==> src/rtl/chan_tx_scheduler_pkg.sv <==
// Shared constants for the TX scheduler: state encoding, sample and owner widths, clog2 helper.
package tx_sched_pkg;

   localparam int unsigned SAMPLE_W = 16;
   localparam int unsigned OWNER_W  = 3;

   localparam logic [1:0] ST_IDLE  = 2'd0;
   localparam logic [1:0] ST_ARB   = 2'd1;
   localparam logic [1:0] ST_OWN   = 2'd2;
   localparam logic [1:0] ST_GUARD = 2'd3;

   function automatic int unsigned clog2(input int unsigned v);
      int unsigned r;
      r = 0;
      while ((32'd1 << r) < v) r++;
      return r;
   endfunction

endpackage

==> src/rtl/chan_tx_scheduler_rr_pick.sv <==
// Combinational round-robin picker: first set req bit searching upward from last+1 (mod NCH).
module rr_pick
   import tx_sched_pkg::*;
#(
   parameter int unsigned NCH = 2
) (
   input  logic [NCH-1:0]     req,
   input  logic [OWNER_W-1:0] last,
   output logic [OWNER_W-1:0] grant_idx,
   output logic               any
);

   always_comb begin
      grant_idx = '0;
      any       = 1'b0;
      for (int unsigned off = 1; off <= NCH; off++) begin
         for (int unsigned k = 0; k < NCH; k++) begin
            if (!any && req[k] && (k == (32'(last) + off) % NCH)) begin
               grant_idx = OWNER_W'(k);
               any       = 1'b1;
            end
         end
      end
   end

endmodule

==> src/rtl/chan_tx_scheduler.sv <==
// Shares one TX chain between NCH channel readers with round-robin burst grants and guard gaps.
// Optional stuck-owner watchdog enabled by `define TX_SCHED_WDOG_EN.
module chan_tx_scheduler
   import tx_sched_pkg::*;
#(
   parameter int unsigned NCH          = 2,
   parameter int unsigned WDOG_STROBES = 1024
) (
   input  logic                    tx_clock,
   input  logic                    reset_n,
   input  logic                    tx_strobe,
   input  logic                    enable,
   input  logic [7:0]              guard_len,
   input  logic [NCH-1:0]          ch_req,
   input  logic [NCH-1:0]          ch_burst,
   input  logic [NCH-1:0]          ch_empty,
   input  logic [NCH*SAMPLE_W-1:0] ch_i,
   input  logic [NCH*SAMPLE_W-1:0] ch_q,
   output logic [NCH-1:0]          ch_strobe,
   output logic [SAMPLE_W-1:0]     tx_i,
   output logic [SAMPLE_W-1:0]     tx_q,
   output logic                    tx_active,
   output logic [OWNER_W-1:0]      owner,
   output logic [15:0]             underrun_cnt,
   output logic                    wdog_abort
);

   logic [1:0]          state;
   logic [7:0]          guard_left;
   logic                own_req, own_burst, own_empty;
   logic [SAMPLE_W-1:0] own_i, own_q;
   logic [OWNER_W-1:0]  pick_idx;
   logic                pick_any;
   logic                wdog_fire;
   logic                release_own;

   rr_pick #(.NCH(NCH)) u_pick (
      .req       (ch_req),
      .last      (owner),
      .grant_idx (pick_idx),
      .any       (pick_any)
   );

   always_comb begin
      own_req   = 1'b0;
      own_burst = 1'b0;
      own_empty = 1'b0;
      own_i     = '0;
      own_q     = '0;
      ch_strobe = '0;
      for (int unsigned k = 0; k < NCH; k++) begin
         if (owner == OWNER_W'(k)) begin
            own_req      = ch_req[k];
            own_burst    = ch_burst[k];
            own_empty    = ch_empty[k];
            own_i        = ch_i[k*SAMPLE_W +: SAMPLE_W];
            own_q        = ch_q[k*SAMPLE_W +: SAMPLE_W];
            ch_strobe[k] = tx_strobe && (state == ST_OWN);
         end
      end
   end

   assign tx_active   = (state == ST_OWN);
   assign release_own = tx_active && tx_strobe &&
                        ((!own_burst && !own_req && own_empty) || wdog_fire);

   always_ff @(posedge tx_clock) begin
      if (!reset_n) begin
         state        <= ST_IDLE;
         owner        <= OWNER_W'(NCH - 1);
         guard_left   <= '0;
         underrun_cnt <= '0;
         tx_i         <= '0;
         tx_q         <= '0;
      end else begin
         tx_i <= '0;
         tx_q <= '0;
         case (state)
            ST_IDLE: if (enable && |ch_req) state <= ST_ARB;
            ST_ARB: begin
               if (pick_any) begin
                  owner <= pick_idx;
                  state <= ST_OWN;
               end else begin
                  state <= ST_IDLE;
               end
            end
            ST_OWN: begin
               if (!own_empty) begin
                  tx_i <= own_i;
                  tx_q <= own_q;
               end
               if (tx_strobe && own_burst && own_empty && underrun_cnt != '1)
                  underrun_cnt <= underrun_cnt + 16'd1;
               if (release_own) begin
                  guard_left <= guard_len;
                  state      <= (guard_len == '0) ? ST_IDLE : ST_GUARD;
               end
            end
            ST_GUARD: begin
               // guard_left holds the strobes still to be swallowed, latched on entry
               if (tx_strobe) begin
                  guard_left <= guard_left - 8'd1;
                  if (guard_left == 8'd1) state <= ST_IDLE;
               end
            end
            default: state <= ST_IDLE;
         endcase
      end
   end

`ifdef TX_SCHED_WDOG_EN
   logic [15:0] wdog_cnt;

   assign wdog_fire = tx_active && tx_strobe && own_empty &&
                      (wdog_cnt == 16'(WDOG_STROBES - 1));

   always_ff @(posedge tx_clock) begin
      if (!reset_n) begin
         wdog_cnt   <= '0;
         wdog_abort <= 1'b0;
      end else begin
         wdog_abort <= wdog_fire;
         if (!tx_active || wdog_fire)
            wdog_cnt <= '0;
         else if (tx_strobe)
            wdog_cnt <= own_empty ? wdog_cnt + 16'd1 : '0;
      end
   end
`else
   logic unused_wdog_cfg;
   assign unused_wdog_cfg = ^WDOG_STROBES;
   assign wdog_fire       = 1'b0;
   assign wdog_abort      = 1'b0;
`endif

endmodule

==> config.mk <==
export PLATFORM = sky130hd
export DESIGN_NAME = chan_tx_scheduler
export DESIGN_NICKNAME = d
export VERILOG_FILES = /design/src/rtl/chan_tx_scheduler_pkg.sv /design/src/rtl/chan_tx_scheduler_rr_pick.sv /design/src/rtl/chan_tx_scheduler.sv
export SDC_FILE = /design/constraint.sdc
export NUM_CORES = 1
export LEC_CHECK = 0
export BUFFER_PORTS_ARGS = -buffer_cell sky130_fd_sc_hd__buf_2
export CAP_MARGIN = 40
export CORE_MARGIN = 4
export CORE_UTILIZATION = 37
export CTS_CLUSTER_SIZE = 28
export DETAILED_ROUTE_END_ITERATION = 10
export MAX_ROUTING_LAYER = met4
export PLACE_DENSITY = 0.73
export SETUP_SLACK_MARGIN = 0.05
export SYNTH_ARGS = -nofsm -noshare
export SYNTH_HDL_FRONTEND = slang
export SYNTH_SLANG_ARGS = --single-unit
==> constraint.sdc <==
create_clock -name tx_clock -period 2.6 [get_ports tx_clock]
set_clock_uncertainty 0.05 [all_clocks]
set_input_delay 0.39 -clock tx_clock [delete_from_list [all_inputs] [get_ports tx_clock]]
set_output_delay 0.39 -clock tx_clock [all_outputs]
set_load 0.01 [all_outputs]
==> results of run 1 <==
sequential cells by signal, summed over array words and instances (netlist names):
| name | cells |
|---|---|
| underrun_cnt | 16 |
| owner | 1 |
| state | 2 |
| guard_left | 8 |
| tx_i | 16 |
| tx_q | 16 |
logic make-up after synthesis:
group,after synthesis
AO/OA/AOI/OAI,67
adder cells (fa/ha/maj),3
buffers and inverters,29
flip-flops,59
multiplexers,39
other,1
AND/OR/NAND/NOR,116
tightest hold or removal path, cell delays in order:
cell,delay (ns)
buf_2,0.07
mux2i_1,0.05
nor2_1,0.07
cells in the final DEF, fill, tap and decap left out, drive strengths merged, types with 4 or more instances in the layout:
cell	instances
buf	141
dfxtp	59
nor2	40
mux2i	37
nand2	18
a21oi	17
or4	13
clkbuf	12
o31ai	11
inv	9
o21ai	8
nor4	7
nor3	6
nand3	5
and2	4
nand4	4
o21a	4
o32ai	4
routing by layer:
layer  vias up  wire length, µm  global-route usage
met3        14              689              0.0663
met4         0              137              0.0652
met5         -                0                   -
met1      1314             3140               0.209
li1       1437                -                   -
met2       129             3910               0.278
final timing paths:
kind,startpoint,end,cells after the start
setup reg to reg,guard_left[2],state[0],4
setup / recovery,guard_left[2],state[0],4
hold reg to reg,guard_left[5],guard_left[5],2
hold / removal,ch_i[12],tx_i[12],3
power by group:
part           internal [mW]  switching, mW
Sequential             0.969         0.0762
Combinational          0.256          0.312
Clock                  0.518          0.351
per-stage QoR:
stage	area, µm²	worst slack (ns)	hold slack [ns]	cells	power (mW)
final	3820	0.432	0.237	553	2.48
after global routing	3820	0.357	0.232	553	2.63
after detailed placement	3610	0.469	0.405	537	1.63
after floorplan	2850	0.534	0.383	316	1.44
after global placement	3610	0.478	0.398	537	1.62
after CTS	3820	0.440	0.218	553	2.51
cell type report:
cell class	instances	area (µm²)
clock inverters	4	47.5
flip-flops and latches	59	1180
repair buffers	141	726
multi-input cells	228	1540
clock buffers	12	165
well taps	99	124
fillers	741	3550
inverters	10	37.5
==> impl_results.md, run 1 <==
* Status: finished, final reports clean
* Top FF cell, synth: dfxtp_1
* H-tree depth at 3
* Xor-xnor portion of the synthesized cell area at 0
* Fin nets at 534
* Post-synth top area share at 0.416
* Max Clk Rate at 461 MHz
* Die Footprint at 0.00913 mm²
* Period Utilization, post-route at 0.834
* Worst-margin pin slew at 0.536 ns
* Finished Core Util at 0.519
* #FFs+latches synth at 59
* GRT Util Overall at 0.178
* Mean post-synth cell area at 9.04 µm²
* Asr flop ratio synth at 0
* Post-CTS setup buffers at 0
* DRC at 0
* Setup_tns at 0 ns
* P&R area growth vs syn at 34.7%
* Post-synthesis mux area share at 0.140
* GP Congestion at 0.894
* Routed vias at 2894
* Startpoint Class: flop
* Largest net degree at the start of global routing at 33
* Chip Height at 95.6 µm
* Post-CTS resize count at 0
* Leakage at 1.92 nW
* CP peak stage delay at 0.65 ns
* # diodes at 0
* Simple-gate area share of the yosys netlist at 0.215
* Total grt overflow at 0
* Clock buffer depth at 2
* Largest family of logic cells by synthesized area: simple AND/OR/NAND/NOR gates
* Number of synthesized flops with an enable pin at 0
* Fraction of layout cells with a size suffix above 1 at 0.370
* Vias in the first global route at 2664
* Root Driver: clkbuf_8
* TritonCTS clock tree: done
* Synth Area in Adders at 0.0132
* WP data arrival at 2.33 ns
* IO Port Bufs at 133
* Minimum clock period at 2.17 ns
* Final wirelength at 7880 µm
* Clk sinks at 59
* Area leader, netlist: dfxtp_1
* Cells after Synth at 314
* Post-synthesis sequential area ratio at 0.416
* Crit end category: flop
* Syn Std Cell Area at 0.00284 mm²
* Pins Over Slew Limit at 0
* Total CTS buffers at 9
* Drt pass-1 iters at 4
* Critical-path maximum fanout at 6
* Power per Cell Area at 649 mW/mm²
* Critical Path RT at 2.76 ns
* Via density at 5.23
* Worst R2R Setup Slack at 0.43 ns
* Clk Latency, worst-skew pair at 0.33 ns
* Commonest cells in the netlist: dfxtp_1 (59), nor2_1 (40), mux2i_1 (37)
* Top post-synthesis cells by area: dfxtp_1 (42%), mux2i_1 (13%), nor2_1 (5.3%)
* Initial antenna violation count at 0
* Row count at 31
* Worst path slowest cell: or4_1
* Yosys warning count at 0
* RSZ-0062 raised after global routing: no
* Clock Pin Slew Worst Setup and Hold Paths at 0.07 ns
* Worst hold path type: input pin to flop
* Worst VDD drop at 0.000329 V
* Largest delay share family, worst path: simple AND/OR/NAND/NOR gates
* Initial Utilization at 0.385
* Final setup fails at 0
* Distinct cells, synth at 51
* Max-Cap Viols at 0
* Critical path, cell by cell: or4_1 > or4_1 > o211a_1 > mux2_4
* # IOs at 137
* Detailed Place HPWL at 6050 µm
* Most used cell, CP: or4_1
* Routed len/inst at 14.2 µm
* Post-cts hold buffer count at 0
* Routed Antenna Nets at 0
* Die W at 95.6 µm
* Synth Area in Compound Gates at 0.172
* Slew margin rel. at 0.642
* Crit Path Class: flop to flop
* First-pass GRT wire length at 12400 µm
* Drt initial violations at 247
* Fin. Hold Viols at 0
* WP buf/inv at 0
* Core ar. at 0.00737 mm²
* Top-count cell post-synth: dfxtp_1
No activity file was read; power rests on OpenSTA's default activity.
==> run 2, diff against run 1 <==
- PLACE_DENSITY: 0.73 -> 0.76
- clock period: 2.6 -> 1.94 ns (I/O delays scaled with it)
==> impl_results.md, run 2 (synthesis results as in run 1) <==
* Status: finished, final reports clean
* Reg-to-reg critical path startpoint: guard_left[1]
* Worst R2R End: state[0]
* Power per Cell Area at 838 mW/mm² (+29%)
* Routed vias at 3034 (+4.8%)
* Total CTS buffers at 9 (unchanged)
* DP Worst Slack at -0.0592 ns (-0.528 ns)
* Worst VDD drop at 0.000400 V (+22%)
* Crit end category: flop
* Worst R2R Setup Slack at 0.06 ns (-0.38 ns)
* Initial Utilization at 0.385 (unchanged)
* Cell Count Post-Placement at 556 (+3.5%)
* CP peak stage delay at 0.50 ns (-0.15 ns)
* Chip Height at 95.6 µm (unchanged)
* Final setup fails at 0 (unchanged)
* Root Driver: clkbuf_8
* Hold WS at 0.145 ns (-0.0917 ns)
* Die W at 95.6 µm (unchanged)
* GRT Util Overall at 0.185 (+0.00668)
* Hold path startpoint: ch_q[2]
* Max-Cap Viols at 0 (unchanged)
* Worst hold path type: input pin to flop
* Row count at 31 (unchanged)
* Hold depth at 3 (unchanged)
* Routed len/inst at 14.6 µm (+2.6%)
* Clock buffer depth at 2 (unchanged)
* Post-route insts no fill at 577 (+4.3%)
* Clk sinks at 59 (unchanged)
* First-pass GRT wire length at 12900 µm (+3.8%)
* Min-Delay Endpoint: tx_q[2]
* TritonCTS clock tree: done
* Largest delay share family, worst path: simple AND/OR/NAND/NOR gates
* Minimum clock period at 1.88 ns (-0.284 ns)
* GP Congestion at 0.955 (+6.7%)
* Pins Over Slew Limit at 0 (unchanged)
* # diodes at 0 (unchanged)
* P&R area growth vs syn at 42.4%
* Core ar. at 0.00737 mm² (unchanged)
* Die Footprint at 0.00913 mm² (unchanged)
* Leakage at 2.04 nW (+6.3%)
* Total grt overflow at 0 (unchanged)
* Critical path, cell by cell: inv_2 > ha_1 > or2b_4 > or4_4 > o211a_1 > mux2_4
* DRC at 0 (unchanged)
* Critical Path RT at 2.10 ns (-0.66 ns)
* Slew margin rel. at 0.650 (+0.00863)
* Fin nets at 558 (+4.5%)
* Clock Pin Slew Worst Setup and Hold Paths at 0.07 ns (about the same)
* PnR worst setup slack at 0.0569 ns (-0.376 ns)
* Fin. Hold Viols at 0 (unchanged)
* RSZ-0062 raised after global routing: yes
* Final wirelength at 8440 µm (+7.1%)
* Routed Antenna Nets at 0 (unchanged)
* Fraction of layout cells with a size suffix above 1 at 0.427 (+0.0567)
* Largest regs: tx_i (16), tx_q (16), underrun_cnt (16)
* Vias in the first global route at 2828 (+6.2%)
* H-tree depth at 3 (unchanged)
* DP Area at 0.00376 mm² (+4.2%)
* Crit Path Class: flop to flop
* Worst-margin pin slew at 0.525 ns (-0.0110 ns)
* Detailed Place HPWL at 6420 µm (+6.2%)
* WP buf/inv at 1 (+1)
* Critical-path maximum fanout at 2 (-4)
* Post-route design area at 0.00404 mm² (+5.7%)
* WP data arrival at 2.05 ns (-0.28 ns)
* Drt pass-1 iters at 5 (+1)
* Largest net degree at the start of global routing at 33 (unchanged)
* Most frequent cells in the layout: buf_2 (133), dfxtp_1 (54), nor2_1 (39)
* Clk Latency, worst-skew pair at 0.33 ns (about the same)
* Drt initial violations at 233 (-5.7%)
* Max Clk Rate at 531 MHz (+15%)
* # IOs at 137 (unchanged)
* Startpoint Class: flop
* Commonest non-fill, non-tap cell in the layout: buf_2
* Via density at 5.26 (+0.48%)
* IO Port Bufs at 133 (unchanged)
* Initial antenna violation count at 0 (unchanged)
* Worst R2R Path Depth at 6 (+2)
* Worst path slowest cell: or4_4
* Period Utilization, post-route at 0.971 (+0.137)
* Setup_tns at 0 ns (unchanged)
run 2: cell count changes in the layout (fill, tap and decap cells not counted), sizes merged:
cell	before	now
clkbuf	12	11
clkdlybuf4s15	0	1
buf	141	164
clkinv	3	4
run 2: cell type report:
| cell class | instances | area [µm²] |
|---|---|---|
| flip-flops and latches | 59 | 1190 |
| well taps | 99 | 124 |
| repair buffers | 165 | 913 |
| inverters | 10 | 37.5 |
| clock inverters | 5 | 52.6 |
| fillers | 703 | 3330 |
| clock buffers | 11 | 141 |
| multi-input cells | 228 | 1580 |
run 2: worst max-delay path by stage:
stage	start	endpoint	slack, ns	depth (start not counted)
3_3_place_gp	ch_burst[0]	state[0]	-0.04	5
4_1_cts	guard_left[1]	state[0]	0.03	6
2_1_floorplan	guard_left[2]	state[0]	-0.02	5
6_report	guard_left[1]	state[0]	0.06	6
5_1_grt	underrun_cnt[0]	underrun_cnt[9]	0.02	5
3_5_place_dp	ch_burst[0]	state[0]	-0.06	5
run 2: metal layers:
metal	track usage	vias to the layer above	share of wire
met4	0.0652	0	0.017
li1	-	1480	-
met1	0.195	1365	0.37
met3	0.0837	14	0.11
met2	0.305	175	0.51
met5	-	-	0
run 2: per-stage QoR:
stage           util  power, mW
2_1_floorplan      -       1.92
3_3_place_gp   0.511       2.25
3_5_place_dp   0.511       2.28
4_1_cts        0.538       3.39
5_1_grt        0.548       3.59
6_report       0.548       3.39
run 2: repair_timing:
item                                    in CTS  in global routing
pin swaps                                    2                  4
gates resized for setup                      1                 16
buffers inserted                             1                  3
endpoints found under the setup margin       2                 22
gates cloned                                 0                  1
hold buffers                                 0                  0
run 2: worst reg2reg max path: cells and delay by family (launching register included):
family                     cells  cell delay [ns]
buffers and inverters          1             0.05
AOI/OAI and AO/OA              1             0.15
adders and majority gates      1             0.14
and+or+nand+nor                2             0.76
DFF                            1             0.33
muxes                          1             0.30
run 2: power by group:
| part | leakage [nW] | internal, mW | total (mW) | switching, mW |
|---|---|---|---|---|
| Combinational | 1.46 | 0.443 | 0.957 | 0.514 |
| Clock | 0.0991 | 0.621 | 1.09 | 0.466 |
| Sequential | 0.478 | 1.30 | 1.34 | 0.0406 |
